[src/rtl/serial_add_pkg.sv]
// Shared encodings for the bit-serial adder controller and its bench.
package serial_add_pkg;

    typedef enum logic [1:0] {
        ST_IDLE = 2'd0,
        ST_RUN  = 2'd1,
        ST_DONE = 2'd2
    } state_e;

endpackage

[src/rtl/full_adder.sv]
// One-bit combinational full adder shared by the serial controller.
module full_adder (
    input  logic a,
    input  logic b,
    input  logic cin,
    output logic sum,
    output logic carry
);

    assign sum   = a ^ b ^ cin;
    assign carry = (a & b) | (a & cin) | (b & cin);

endmodule

[src/rtl/serial_add_ctrl.sv]
// Bit-serial adder controller, LSB first, one bit per clock.
// Define SUBTRACT_EN to add the op_sub input (result = op_a - op_b).
module serial_add_ctrl
    import serial_add_pkg::*;
#(
    parameter int WIDTH = 8
) (
    input  logic             clk,
    input  logic             rst_n,
    input  logic             start_valid,
    output logic             start_ready,
    input  logic [WIDTH-1:0] op_a,
    input  logic [WIDTH-1:0] op_b,
    input  logic             cin,
`ifdef SUBTRACT_EN
    input  logic             op_sub,
`endif
    output logic             result_valid,
    input  logic             result_ready,
    output logic [WIDTH-1:0] result,
    output logic             cout,
    output logic             busy
);

    localparam int CW = $clog2(WIDTH + 1);

    state_e           state_q;
    logic [WIDTH-1:0] a_sh_q;
    logic [WIDTH-1:0] b_sh_q;
    logic [WIDTH-1:0] res_sh_q;
    logic [WIDTH-1:0] res_sh_d;
    logic [WIDTH-1:0] result_q;
    logic [CW-1:0]    count_q;
    logic             carry_q;
    logic             cout_q;
    logic             start_ready_q;
    logic             result_valid_q;
    logic             busy_q;

    logic             sum_bit;
    logic             c_out;
    logic [WIDTH-1:0] b_in;
    logic             c_in;
    logic             unused_res_lsb;

`ifdef SUBTRACT_EN
    assign b_in = op_sub ? ~op_b : op_b;
    assign c_in = op_sub ? 1'b1 : cin;
`else
    assign b_in = op_b;
    assign c_in = cin;
`endif

    full_adder u_fa (
        .a     (a_sh_q[0]),
        .b     (b_sh_q[0]),
        .cin   (carry_q),
        .sum   (sum_bit),
        .carry (c_out)
    );

    generate
        if (WIDTH == 1) begin : g_res_w1
            assign res_sh_d = sum_bit;
        end else begin : g_res_wn
            assign res_sh_d = {sum_bit, res_sh_q[WIDTH-1:1]};
        end
    endgenerate

    // The LSB of the partial-sum register shifts out once the last bit lands.
    assign unused_res_lsb = res_sh_q[0];

    always_ff @(posedge clk or negedge rst_n) begin
        if (!rst_n) begin
            state_q        <= ST_IDLE;
            a_sh_q         <= '0;
            b_sh_q         <= '0;
            res_sh_q       <= '0;
            result_q       <= '0;
            count_q        <= '0;
            carry_q        <= 1'b0;
            cout_q         <= 1'b0;
            start_ready_q  <= 1'b1;
            result_valid_q <= 1'b0;
            busy_q         <= 1'b0;
        end else begin
            unique case (state_q)
                ST_IDLE: begin
                    if (start_valid && start_ready_q) begin
                        a_sh_q        <= op_a;
                        b_sh_q        <= b_in;
                        carry_q       <= c_in;
                        res_sh_q      <= '0;
                        count_q       <= '0;
                        state_q       <= ST_RUN;
                        start_ready_q <= 1'b0;
                        busy_q        <= 1'b1;
                    end
                end
                ST_RUN: begin
                    res_sh_q <= res_sh_d;
                    a_sh_q   <= a_sh_q >> 1;
                    b_sh_q   <= b_sh_q >> 1;
                    carry_q  <= c_out;
                    count_q  <= count_q + CW'(1);
                    if (count_q == CW'(WIDTH - 1)) begin
                        state_q        <= ST_DONE;
                        result_q       <= res_sh_d;
                        cout_q         <= c_out;
                        result_valid_q <= 1'b1;
                    end
                end
                ST_DONE: begin
                    if (result_ready) begin
                        state_q        <= ST_IDLE;
                        result_valid_q <= 1'b0;
                        busy_q         <= 1'b0;
                        start_ready_q  <= 1'b1;
                    end
                end
                default: begin
                    state_q        <= ST_IDLE;
                    result_valid_q <= 1'b0;
                    busy_q         <= 1'b0;
                    start_ready_q  <= 1'b1;
                end
            endcase
        end
    end

    assign start_ready  = start_ready_q;
    assign result_valid = result_valid_q;
    assign result       = result_q;
    assign cout         = cout_q;
    assign busy         = busy_q;

endmodule

[config.mk]
export PLATFORM = sky130hd
export DESIGN_NAME = serial_add_ctrl
export DESIGN_NICKNAME = d
export VERILOG_FILES = /design/src/rtl/serial_add_pkg.sv /design/src/rtl/full_adder.sv /design/src/rtl/serial_add_ctrl.sv
export SDC_FILE = /design/constraint.sdc
export NUM_CORES = 1
export LEC_CHECK = 0
export CAP_MARGIN = 5
export CORE_AREA = 2 2 70 72
export DETAILED_ROUTE_END_ITERATION = 8
export DIE_AREA = 0 0 72 74
export PLACE_DENSITY = 0.63
export SYNTH_ARGS = -nofsm -noshare
export SYNTH_HDL_FRONTEND = slang
export SYNTH_SLANG_ARGS = --single-unit
[constraint.sdc]
create_clock -name clk -period 1.3 [get_ports clk]
set_input_delay 0.195 -clock clk [delete_from_list [all_inputs] [get_ports clk]]
set_output_delay 0.195 -clock clk [all_outputs]
set_load 0.03 [all_outputs]
==> flow_summary.toml <==
[sta]
fmax_mhz = 711
drv_slew = 0
grt_setup_unrepaired = "true"
final.period_utilization_pct = 108
finalClockSkew_ns = 0.00552
max_slew_margin_vs_limit_pct = 79.8
final-hold-violation-count = 0
final.setup.tns_ns = -1.03
finalHoldWorstSlack_ns = 0.401
setup-violations-final = 15
tightest_slew_ns = 0.304
post-route-min-period_ns = 1.41
fin_ws_ns = -0.107

[synthesis]
synthesis.nets = 168
synth_async_sr_flop_share_pct = 100
syn-cell-area_um2 = 1750
yosysTopAreaCellShare_pct = 58.7
ys_ff_latch = 42
portion_of_the_post_synthesis_area_used_by_sequential_elements_pct = 60.2
primary_flip_flop_cell_chosen_by_synthesis_mapping = "dfrtp_1"
ys_top_cells_by_area = "dfrtp_1 (59%), a22oi_1 (5.2%), mux2_1 (5.2%), a22o_1 (5.0%), o21ai_0 (4.9%)"
synth_area_per_cell_um2 = 12.1
synth-edff-count = 0
synth_cells = 145
synth-warning-count = 0
synthDistinctLibCells = 33
synthDominantAreaCellType = "dfrtp_1"

[die]
die_w_um = 72
ioPinCount = 33
die_h_um = 74
dieArea_um2 = 5330
fp.coreArea_um2 = 4600
floorplan.initialDensity_pct = 38.0
rows = 25

[finish]
synthToLayoutAreaGrowth_pct = 39.3
antenna-diode-count = 0
layout.cells.most_common = "dfrtp_1"
finish.net_count = 220
post_route_cells_drive_above_1_share_pct = 23.9
finalNonFillerCells = 251
layout.cells.most_common_list = "dfrtp_1 (41), clkdlybuf4s50_1 (19), o21ai_0 (16), buf_4 (15), nand2_1 (14)"
final_core_util_pct = 53.0

[worst_setup_path]
worst-path-max-fanout = 9
worst-endpoint-arrival_ns = 1.58
worst_setup_path_end_kind = "flop"
worstSetupStartpoint = "state_q[1]"
cp_data_required_time_ns = 1.48
regToRegStartpoint = "state_q[1]"
timing.critical_path.from_type = "flop"
worst-r2r-setup-slack_ns = -0.11
type_of_the_setup_path_with_the_least_slack = "flop to flop"

[placement]
hpwl_um = 2610
place.gp.congestion = 0.736
numPlacedInstances = 240
portBuffers = 32

[clock_tree]
cts_num_sinks = 42
htree_num_levels = 2
clockBufferDepth = 2
tritoncts_buffer_count = 5
tritoncts = "done"
clk_pin_slew_ns = 0.08
clk_latency_ns = 0.29
cts_root_buffer = "clkbuf_8"

[detailed_routing]
route.antenna.remaining_nets = 0
first_pass_iters = 4
via_count = 1333
wl_per_cell_um = 15.4
drt_wl_total_um = 3870
post_drt_via_cell_ratio = 5.31
post-route-drc-count = 0
detail_route.iter0.violations = 32

[global_routing]
globalRoute.busiestLayer = "met2"
use_met3_pct = 3.39
grt_met2_usage_pct = 26.7
grt_first_pass_wirelength_um = 6290
grt.met1_usage_pct = 19.0
largest_net_degree_at_the_start_of_global_routing = 43
number_of_antenna_violations_at_the_first_check_in_global_routing = 0
globalRouteTotalUtil_pct = 15.5
grt_remaining_overflow = 0
grt_pass1_vias = 1350

[outcome]
violations_in_the_final_reports = "setup timing"
result_of_the_run = "finished, violations left"

[pwr]
p_leak_nw = 1.20
powerDensity_nw_per_um2 = 1960
power.ir.vdd_worst_mv = 0.969

[worst_hold_path]
min-delay-path-class = "input pin to async pin"

[flow_run]
max_cap_viol_count = 0
cells by family (layout without fill, tap and decap cells):
family                     Yosys count  after routing  synth area share (%)
adders and majority gates            2              2                  1.86
and+or+nand+nor                     25             26                  8.02
buffers and inverters               14             65                  3.79
DFF                                 42             42                  60.2
muxes                               10             10                  6.37
AOI/OAI and AO/OA                   52             52                  19.8
final cells by class:
| class | instances | area [µm²] |
|---|---|---|
| Sequential cell | 42 | 1050 |
| Fill cell | 394 | 2160 |
| Clock buffer | 5 | 68.8 |
| Multi-Input combinational cell | 90 | 717 |
| Inverter | 5 | 18.8 |
| Tap cell | 54 | 67.6 |
| Timing Repair Buffer | 53 | 500 |
| Clock inverter | 2 | 10.0 |
synth_stat cells (2+ instances only):
master / count
o21ai_0: 17
nand2_1: 14
a22oi_1: 12
o22ai_1: 3
inv_1: 5
a21oi_1: 5
buf_2: 2
nor3b_1: 2
a22o_1: 10
clkbuf_1: 5
mux2_1: 8
dfrtp_1: 41
worst max-delay path, stage by stage (launching register included):
cell and delay [ns]:
dfrtp_1 0.38, and2b_1 0.21, and4b_2 0.26, buf_12 0.15, mux2_4 0.30
routing by layer:
layer	up-vias	wire length, µm	part of all wire, %
li1	631	-	-
met1	656	1680	43
met2	38	1970	51
met3	8	156	4.0
met4	0	67	1.7
met5	-	0	0
sequential cells by signal, summed over array words and instances (netlist names):
name,cells
carry_q,1
start_ready,1
count_q,4
b_sh_q,8
result_valid,1
a_sh_q,8
res_sh_q,7
busy,1
state_q,2
cout,1
result,8
power by group:
group | total, W | internal [W] | leakage (nW) | switching [W]
Sequential | 0.00204 | 0.00177 | 0.546 | 0.000270
Combinational | 0.00195 | 0.000965 | 0.606 | 0.000986
Clock | 0.000780 | 0.000360 | 0.0438 | 0.000420
Total | 0.00477 | 0.00310 | 1.20 | 0.00168
final timing paths:
| path | to | depth (start not counted) |
|---|---|---|
| setup / recovery | result[5] | 4 |
| hold / removal | b_sh_q[4] | 3 |
| setup reg to reg | result[5] | 4 |
| hold reg to reg | result_valid | 1 |
| max in group asynchronous | start_ready | 3 |
| min in group clk | result_valid | 1 |
what timing repair did:
action / in CTS / in global routing
buffers inserted: 1 / 1
pin swaps: 4 / 0
endpoints found under the hold margin: 41 / 0
cloned: 0 / 1
resized for setup: 21 / 5
hold buffers: 1 / 0
setup endpoints to repair: 45 / 38
per-stage QoR:
stage	instance area, µm²	power (W)	setup slack [ns]
2_1_floorplan	1790	0.00319	-0.239
3_3_place_gp	2270	0.00389	-0.225
3_5_place_dp	2270	0.00398	-0.242
4_1_cts	2400	0.00479	-0.117
5_1_grt	2430	0.00513	-0.160
6_report	2430	0.00477	-0.107
Note: power is estimated with default switching activity, not from simulation.
